`config.mk`:
```
export PLATFORM = sky130hd
export DESIGN_NAME = multicycle_controller
export DESIGN_NICKNAME = d
export VERILOG_FILES = /design/src/rtl/mips_ctrl_pkg.sv /design/src/rtl/mc_ctrl_outputs.sv /design/src/rtl/multicycle_controller.sv
export SDC_FILE = /design/constraint.sdc
export NUM_CORES = 1
export LEC_CHECK = 0
export CAP_MARGIN = 20
export CORE_ASPECT_RATIO = 1.1
export CORE_MARGIN = 1
export CORE_UTILIZATION = 50
export CTS_CLUSTER_DIAMETER = 100
export CTS_CLUSTER_SIZE = 25
export DETAILED_ROUTE_END_ITERATION = 12
export GPL_TIMING_DRIVEN = 0
export PLACE_DENSITY_LB_ADDON = 0.1
export REMOVE_ABC_BUFFERS = 1
export SLEW_MARGIN = 15
export SYNTH_ARGS = -nofsm -noshare
export SYNTH_HDL_FRONTEND = slang
export SYNTH_HIERARCHICAL = 1
export SYNTH_SLANG_ARGS = --single-unit
```
`constraint.sdc`:
```
create_clock -name clk -period 5.5 [get_ports clk]
set_input_delay 0.55 -clock clk [delete_from_list [all_inputs] [get_ports clk]]
set_output_delay 0.55 -clock clk [all_outputs]
set_load 0.02 [all_outputs]
```
`src/rtl/mips_ctrl_pkg.sv`:
```
`default_nettype none
// +----------------------------------------------------------------------------+
// | mips_ctrl_pkg                                                              |
// | Opcodes, ALU-op codes, state encoding and control word for the multicycle  |
// | MIPS controller.                                                           |
// | Rev 1.0 - initial release                                                  |
// +----------------------------------------------------------------------------+
package mips_ctrl_pkg;

  localparam logic [5:0] OP_RTYPE = 6'b000000;
  localparam logic [5:0] OP_LW    = 6'b100011;
  localparam logic [5:0] OP_SW    = 6'b101011;
  localparam logic [5:0] OP_BEQ   = 6'b000100;
  localparam logic [5:0] OP_BNE   = 6'b000101;
  localparam logic [5:0] OP_ADDI  = 6'b001000;
  localparam logic [5:0] OP_ANDI  = 6'b001100;
  localparam logic [5:0] OP_ORI   = 6'b001101;
  localparam logic [5:0] OP_SLTI  = 6'b001010;
  localparam logic [5:0] OP_J     = 6'b000010;
  localparam logic [5:0] OP_JAL   = 6'b000011;

  localparam logic [2:0] ALUOP_ADD   = 3'b000;
  localparam logic [2:0] ALUOP_SUB   = 3'b001;
  localparam logic [2:0] ALUOP_FUNCT = 3'b010;
  localparam logic [2:0] ALUOP_AND   = 3'b011;
  localparam logic [2:0] ALUOP_OR    = 3'b100;
  localparam logic [2:0] ALUOP_SLT   = 3'b101;

  typedef enum logic [3:0] {
    S_FETCH  = 4'd0,
    S_DECODE = 4'd1,
    S_MEMADR = 4'd2,
    S_MEMRD  = 4'd3,
    S_MEMWB  = 4'd4,
    S_MEMWR  = 4'd5,
    S_EXEC_R = 4'd6,
    S_ALUWB  = 4'd7,
    S_BRANCH = 4'd8,
    S_IEXEC  = 4'd9,
    S_IWB    = 4'd10,
    S_JUMP   = 4'd11,
    S_JAL    = 4'd12
  } state_e;

  typedef struct packed {
    logic       pc_write;
    logic       branch_eq;
    logic       branch_ne;
    logic       iord;
    logic       mem_read;
    logic       mem_write;
    logic       ir_write;
    logic       reg_write;
    logic [1:0] reg_dst;
    logic [1:0] mem_to_reg;
    logic       alu_src_a;
    logic [1:0] alu_src_b;
    logic [2:0] alu_op;
    logic [1:0] pc_src;
  } ctrl_t;

  function automatic logic is_known_op(input logic [5:0] op);
    case (op)
      OP_RTYPE, OP_LW, OP_SW, OP_BEQ, OP_BNE, OP_ADDI,
      OP_ANDI, OP_ORI, OP_SLTI, OP_J, OP_JAL: is_known_op = 1'b1;
      default:                                 is_known_op = 1'b0;
    endcase
  endfunction

endpackage
`default_nettype wire

```
`src/rtl/mc_ctrl_outputs.sv`:
```
`default_nettype none
// +----------------------------------------------------------------------------+
// | mc_ctrl_outputs                                                            |
// | Combinational state-to-control-word decoder (optional MC_CTRL_MEM_WAIT_EN).|
// | Rev 1.0 - initial release                                                  |
// +----------------------------------------------------------------------------+
module mc_ctrl_outputs
  import mips_ctrl_pkg::*;
(
  input  state_e     state_i,
  input  logic [5:0] opcode_i,
`ifdef MC_CTRL_MEM_WAIT_EN
  input  logic       mem_ready_i,
`endif
  output ctrl_t      ctrl_o,
  output logic       illegal_o
);

  always_comb begin
    ctrl_o = '0;
    case (state_i)
      S_FETCH: begin
        ctrl_o.mem_read  = 1'b1;
        ctrl_o.alu_src_b = 2'b01;
        ctrl_o.alu_op    = ALUOP_ADD;
`ifdef MC_CTRL_MEM_WAIT_EN
        ctrl_o.ir_write  = mem_ready_i;
        ctrl_o.pc_write  = mem_ready_i;
`else
        ctrl_o.ir_write  = 1'b1;
        ctrl_o.pc_write  = 1'b1;
`endif
      end
      S_DECODE: ctrl_o.alu_src_b = 2'b11;
      S_MEMADR: begin
        ctrl_o.alu_src_a = 1'b1;
        ctrl_o.alu_src_b = 2'b10;
      end
      S_MEMRD: begin
        ctrl_o.iord     = 1'b1;
        ctrl_o.mem_read = 1'b1;
      end
      S_MEMWB: begin
        ctrl_o.reg_write  = 1'b1;
        ctrl_o.mem_to_reg = 2'b01;
      end
      S_MEMWR: begin
        ctrl_o.iord      = 1'b1;
        ctrl_o.mem_write = 1'b1;
      end
      S_EXEC_R: begin
        ctrl_o.alu_src_a = 1'b1;
        ctrl_o.alu_op    = ALUOP_FUNCT;
      end
      S_ALUWB: begin
        ctrl_o.reg_write = 1'b1;
        ctrl_o.reg_dst   = 2'b01;
      end
      S_BRANCH: begin
        ctrl_o.alu_src_a = 1'b1;
        ctrl_o.alu_op    = ALUOP_SUB;
        ctrl_o.pc_src    = 2'b01;
        ctrl_o.branch_eq = (opcode_i == OP_BEQ);
        ctrl_o.branch_ne = (opcode_i == OP_BNE);
      end
      S_IEXEC: begin
        ctrl_o.alu_src_a = 1'b1;
        ctrl_o.alu_src_b = 2'b10;
        case (opcode_i)
          OP_ANDI: ctrl_o.alu_op = ALUOP_AND;
          OP_ORI:  ctrl_o.alu_op = ALUOP_OR;
          OP_SLTI: ctrl_o.alu_op = ALUOP_SLT;
          default: ctrl_o.alu_op = ALUOP_ADD;
        endcase
      end
      S_IWB: ctrl_o.reg_write = 1'b1;
      S_JUMP: begin
        ctrl_o.pc_write = 1'b1;
        ctrl_o.pc_src   = 2'b10;
      end
      S_JAL: begin
        ctrl_o.pc_write   = 1'b1;
        ctrl_o.pc_src     = 2'b10;
        ctrl_o.reg_write  = 1'b1;
        ctrl_o.reg_dst    = 2'b10;
        ctrl_o.mem_to_reg = 2'b10;
      end
      default: ctrl_o = '0;
    endcase
  end

  // Only output that looks at the opcode outside the execute states.
  assign illegal_o = (state_i == S_DECODE) && !is_known_op(opcode_i);

endmodule
`default_nettype wire

```
`src/rtl/multicycle_controller.sv`:
```
`default_nettype none
// +----------------------------------------------------------------------------+
// | multicycle_controller                                                      |
// | Multicycle MIPS control FSM with retired-instruction counter.              |
// | Optional memory-wait handshake: define MC_CTRL_MEM_WAIT_EN.                |
// | Rev 1.0 - initial release                                                  |
// +----------------------------------------------------------------------------+
module multicycle_controller
  import mips_ctrl_pkg::*;
#(
  parameter int ALUOP_W = 3,
  parameter int CNT_W   = 32,
  parameter int STATE_W = 4
) (
  input  logic               clk,
  input  logic               rst_n,
  input  logic [5:0]         opcode,
  input  logic               mem_ready,
  output logic               pc_write,
  output logic               branch_eq,
  output logic               branch_ne,
  output logic               iord,
  output logic               mem_read,
  output logic               mem_write,
  output logic               ir_write,
  output logic               reg_write,
  output logic [1:0]         reg_dst,
  output logic [1:0]         mem_to_reg,
  output logic               alu_src_a,
  output logic [1:0]         alu_src_b,
  output logic [ALUOP_W-1:0] alu_op,
  output logic [1:0]         pc_src,
  output logic               illegal_op,
  output logic [STATE_W-1:0] state_o,
  output logic [CNT_W-1:0]   instr_count
);

  state_e           state_q, state_d;
  logic [CNT_W-1:0] count_q, count_d;
  ctrl_t            ctrl;
  logic             illegal;
  logic             mem_go;

`ifdef MC_CTRL_MEM_WAIT_EN
  assign mem_go = mem_ready;
`else
  logic mem_ready_unused;
  assign mem_ready_unused = mem_ready;
  assign mem_go           = 1'b1;
`endif

  always_ff @(posedge clk or negedge rst_n) begin
    if (!rst_n) begin
      state_q <= S_FETCH;
      count_q <= '0;
    end else begin
      state_q <= state_d;
      count_q <= count_d;
    end
  end

  always_comb begin
    state_d = S_FETCH;
    case (state_q)
      S_FETCH:  state_d = mem_go ? S_DECODE : S_FETCH;
      S_DECODE: begin
        case (opcode)
          OP_LW, OP_SW:                      state_d = S_MEMADR;
          OP_RTYPE:                          state_d = S_EXEC_R;
          OP_BEQ, OP_BNE:                    state_d = S_BRANCH;
          OP_ADDI, OP_ANDI, OP_ORI, OP_SLTI: state_d = S_IEXEC;
          OP_J:                              state_d = S_JUMP;
          OP_JAL:                            state_d = S_JAL;
          default:                           state_d = S_FETCH;
        endcase
      end
      S_MEMADR: state_d = (opcode == OP_SW) ? S_MEMWR : S_MEMRD;
      S_MEMRD:  state_d = mem_go ? S_MEMWB : S_MEMRD;
      S_MEMWR:  state_d = mem_go ? S_FETCH : S_MEMWR;
      S_EXEC_R: state_d = S_ALUWB;
      S_IEXEC:  state_d = S_IWB;
      default:  state_d = S_FETCH;
    endcase
  end

  // An instruction retires when control returns to FETCH, except when DECODE rejected it.
  always_comb begin
    count_d = count_q;
    if ((state_q != S_FETCH) && (state_d == S_FETCH) && !illegal)
      count_d = count_q + CNT_W'(1);
  end

  mc_ctrl_outputs u_outputs (
    .state_i     (state_q),
`ifdef MC_CTRL_MEM_WAIT_EN
    .mem_ready_i (mem_ready),
`endif
    .opcode_i    (opcode),
    .ctrl_o      (ctrl),
    .illegal_o   (illegal)
  );

  assign pc_write    = ctrl.pc_write;
  assign branch_eq   = ctrl.branch_eq;
  assign branch_ne   = ctrl.branch_ne;
  assign iord        = ctrl.iord;
  assign mem_read    = ctrl.mem_read;
  assign mem_write   = ctrl.mem_write;
  assign ir_write    = ctrl.ir_write;
  assign reg_write   = ctrl.reg_write;
  assign reg_dst     = ctrl.reg_dst;
  assign mem_to_reg  = ctrl.mem_to_reg;
  assign alu_src_a   = ctrl.alu_src_a;
  assign alu_src_b   = ctrl.alu_src_b;
  assign alu_op      = ALUOP_W'(ctrl.alu_op);
  assign pc_src      = ctrl.pc_src;
  assign illegal_op  = illegal;
  assign state_o     = STATE_W'(state_q);
  assign instr_count = count_q;

endmodule
`default_nettype wire

```
Word level (Yosys, flattened, before mapping)
Cells that the tools add are included.
- multiplexer cells: 18
- eq/ne operators: 22
- add/subtract/negate cells: 1
- reductions and logical operators: 20
- operator list (kind ; number):
    4-bit case mux with 6 select lines ; 2
    32-bit by 1-bit adder with 32-bit output (second input constant) ; 1
    6-bit by 4-bit == test with 1-bit output (second input constant) ; 4
    4-bit == test (second input constant) ; 5
    3-bit case mux with 3 select lines ; 2
    4-bit by 3-bit == test with 1-bit output (second input constant) ; 4
    6-bit by 2-bit == test with 1-bit output (second input constant) ; 2
    6-bit by 3-bit == test with 1-bit output (second input constant) ; 2
    6-bit == test (second input constant) ; 2
    2-bit case mux with 2 select lines ; 3
    2-bit OR reduction ; 6
    4-bit OR reduction ; 3
    11-bit OR reduction ; 1
    4-bit by 2-bit == test with 1-bit output (second input constant) ; 2
    4-bit logical NOT ; 2
    1-bit 2-to-1 mux ; 8
    6-bit logical NOT ; 1
    2-bit case mux with 3 select lines ; 1
    4-bit by 1-bit == test with 1-bit output (second input constant) ; 1
    4-bit nonzero test ; 1
    1-bit logical AND ; 3
    3-bit 2-to-1 mux ; 1
    3-bit OR reduction ; 1
    1-bit logical NOT ; 2
    2-bit 2-to-1 mux ; 1
- word-level logic and storage cells: 63
- input port bits: 9
- flip-flop bits (word level): 36

Logic depth before layout (Yosys ltp)
- word-level depth: 7
- depth in mapped cells: 9
- mapped depth without buffers: 7

Hierarchy
Netlist, hierarchy kept.
- by module, submodules not included (module ; seq. area each (um^2) ; area each (um^2) ; cells an instance ; instances):
    multicycle_controller ; 900.9 ; 1784.2 ; 160 ; 1
    mc_ctrl_outputs ; 0.0 ; 337.8 ; 55 ; 1

Worst setup path after synthesis
OpenSTA, ideal clock, no wires.
- kind: reg-to-output
- start: reg state_q[0] (netlist: state_o[0])
- end: out branch_eq
- stages on the path, launching flop included: 4
- path slack: 2.885 ns
- data arrival time: 2.065 ns
- required time: 4.950 ns
- path through: dfrtp_1 -> or4b_4 -> or4_4 -> nor3_1
- word-level cells in the longest chain between the ends: 2
- RTL lines (item ; line ; RTL):
    start: declaration ; multicycle_controller.sv:38 ; state_e state_q, state_d;
    start signal: assignment ; multicycle_controller.sv:57 ; state_q <= state_d;
    4-bit == test ; mc_ctrl_outputs.sv:21 ; case (state_i)
    2-bit 2-to-1 mux ; mc_ctrl_outputs.sv:21 ;
    end: declaration ; multicycle_controller.sv:20 ; output logic branch_eq,
No other way between the ends.

Worst setup path in the final report
- start: reg state_q[3] (netlist: state_o[3])
- end: out branch_eq
The elaborated chain is that of the path after synthesis.

==> results.json <==
{
  "status": "completed",
  "vias_per_cell": 5.581,
  "power_frac_comb": 0.499,
  "worstPathMaxFanout": 18,
  "post_cts_buffers": 0,
  "leakage_nw": 1.155,
  "wl_met3_um": 220,
  "swShare": 0.4089,
  "synth_area_leader_cell": "dfrtp_1",
  "critPathArrivalTime_ps": 2840,
  "syn_to_final_growth_pct": 37.32,
  "drv_slew": 0,
  "first_iter_violations": 111,
  "clockPowerShare": 0.186,
  "routedLengthMet1_um": 2069,
  "die_area_um2": 4509,
  "end_kind": "output port",
  "yosys.area.top_type_share": 0.4245,
  "hold_path.class": "in -> async",
  "ir_drop_mv": 0.3174,
  "worst_slew_pin_slew_ps": 952.2,
  "skew_ps": 9.239,
  "antenna_found_initial": 0,
  "netlist_area_um2": 2122,
  "clk_path_buf_depth": 2,
  "period_minus_slack_ps": 3392,
  "first_pass_iters": 4,
  "die_w_um": 64.12,
  "crit_family": "simple AND/OR/NAND/NOR gates",
  "dpl.cell_count": 324,
  "whs_ps": 187.5,
  "synthTopCellsByArea": "dfrtp_1 (42%), xnor2_1 (13%), nand3_1 (3.8%)",
  "cp.buffers_inverters": 1,
  "grt-ovfl-total": 0,
  "io_buffers": 64,
  "pre_cts_ws_ps": 2165,
  "setup_viol": 0,
  "htreeDepth": 2,
  "critPathKind": "reg -> out",
  "synth_top_flop_cell": "dfrtp_1",
  "fmax_ghz": 0.2948,
  "syn_inst": 215,
  "start_util": 0.5274,
  "yosysSeqAreaShare": 0.4245,
  "ant_nets": 0,
  "wl_per_cell_um": 13.86,
  "maxSlewHeadroom": 0.3639,
  "period_share": 0.6167,
  "synth.distinct_cells": 50,
  "start_kind": "flip-flop",
  "cp_slowest_cell": "dfrtp_1",
  "required_ps": 4950,
  "cpPeakStageDelay_ps": 690,
  "placed_area_um2": 2806,
  "power_switching_uw": 494.1,
  "fin_setup_tns_ps": 0,
  "grt_usage": 0.2258,
  "vias": 1853,
  "p_seq_frac": 0.315,
  "cts_tree": "yes",
  "n_antenna_cell": 0,
  "routed_wl_um": 4600,
  "die_height_um": 70.33,
  "hpwl_um": 3304,
  "design_area_um2": 2914,
  "dr_wl_met2_um": 2254,
  "intPower_uw": 714.2,
  "fin_nets": 289,
  "gp_congestion": 0.7686,
  "syn_avg_cell_area_um2": 9.870,
  "timing.final.ws_setup_ps": 2108,
  "post-route-drc-count": 0,
  "rows": 24,
  "drv_cap": 0,
  "topRoutingLayerUsed": "met4",
  "grt_pass1_vias": 1755,
  "coreArea_um2": 4024,
  "fin_cells": 332,
  "layout-drive-gt1-share": 0.08571,
  "grt_start_max_net_pins": 22,
  "grt_pass1_wl_um": 8073,
  "root_buffer": "clkbuf_8",
  "numCtsBuffers": 5,
  "hold_violations": 0,
  "clkTransAtPathRegs_ps": 70,
  "synth_seq_cells": 36,
  "async_reset_ff_frac": 1.000,
  "synth_edf_count": 0,
  "cellPowerDensity_nw_per_um2": 414.6,
  "hold_buffers": 0,
  "clock_latency_ps": 280,
  "rsz0062_at_grt": "false",
  "cts_resized": 0,
  "synth_warnings": 6,
  "clkSinkCount": 36,
  "cp_cell_sequence": "or4b_4 -> or4_4 -> nor3_1 -> clkdlybuf4s50_1",
  "ioPinCount": 66
}
synthesized netlist by cell type, types with 3 or more instances:
cell / instances
inv_1: 9
nor3_1: 5
and2_1: 3
nor4_1: 3
and3_1: 9
nor2_1: 14
nor3b_1: 3
nand4_1: 12
and4_1: 3
dfrtp_1: 36
clkbuf_1: 3
xnor2_1: 32
nand3_1: 16
nand2b_1: 3
buf_6: 3
o21ai_0: 3
nor2b_1: 5
nand2_1: 13
worst reg2reg max path: stages, from the launching register on:
cell and delay [ps]:
dfrtp_1 690, nor2b_1 230, nand2_1 110, a31oi_1 60, o21bai_1 220, nor4_4 490, buf_6 230, buf_6 160
nand4_1 130, xnor2_1 170
kinds of logic (layout without fill, tap and decap cells):
group,count (synthesis),count (layout),synth area share
DFF,36,36,0.4245
and+or+nand+nor,104,104,0.2983
adders and majority gates,1,1,0.005895
muxes,3,3,0.01533
AOI/OAI and AO/OA,19,19,0.07252
xor gates and xnor gates,33,33,0.1362
buffers and inverters,19,84,0.04717
power groups by stage:
stage | logic [mW] | clock network [mW] | registers, mW
finish | 0.602 | 0.225 | 0.381
CTS | 0.607 | 0.231 | 0.381
global placement | 0.563 | 0 | 0.386
global route | 0.651 | 0.239 | 0.391
detailed placement | 0.604 | 0 | 0.385
floorplan | 0.305 | 0 | 0.405
metal layers:
metal,GRT usage,up-vias
met2,0.3783,55
li1,-,891
met5,0,-
met1,0.2886,900
met4,0.07160,0
met3,0.04902,7
through the flow:
stage | power (mW) | util
after global routing | 1.282 | 0.7242
after floorplan | 0.7100 | -
after global placement | 0.9492 | 0.6863
after detailed placement | 0.9883 | 0.6975
after CTS | 1.219 | 0.7242
final | 1.208 | 0.7242
final cells by class:
cell class	instances	area, um^2
clock buffers	6	72.57
inverters	9	33.78
clock inverters	2	35.03
well taps	52	65.06
repair buffers	67	685.7
fillers	329	1110
flip-flops and latches	36	900.9
multi-input cells	160	1121
sequential cells by signal, summed over array words and instances (netlist names):
signal / cells
instr_count: 32
state_o: 4
layout by cell type (no fill, tap or decap), types with 5 or more instances in the layout:
cell type,Yosys,final
inv_1,9,9
nand4_1,12,12
nor3_1,5,5
nand2_1,13,13
clkdlybuf4s50_1,0,63
and3_1,9,9
nor2_1,14,14
xnor2_1,32,32
dfrtp_1,36,36
clkbuf_8,0,5
nor2b_1,5,5
nand3_1,16,16
worst paths after layout:
path / to / slack, ps / from / depth (start not counted)
setup / recovery: branch_eq / 2110 / state_o[3] / 4
hold / removal: instr_count[16] / 190 / rst_n / 1
setup reg to reg: instr_count[17] / 2880 / state_o[1] / 9
hold reg to reg: instr_count[22] / 480 / instr_count[22] / 1
min in group clk: instr_count[22] / 480 / instr_count[22] / 1
max in group asynchronous: instr_count[22] / 4870 / rst_n / 2
Note: power is estimated with default switching activity, not from simulation.
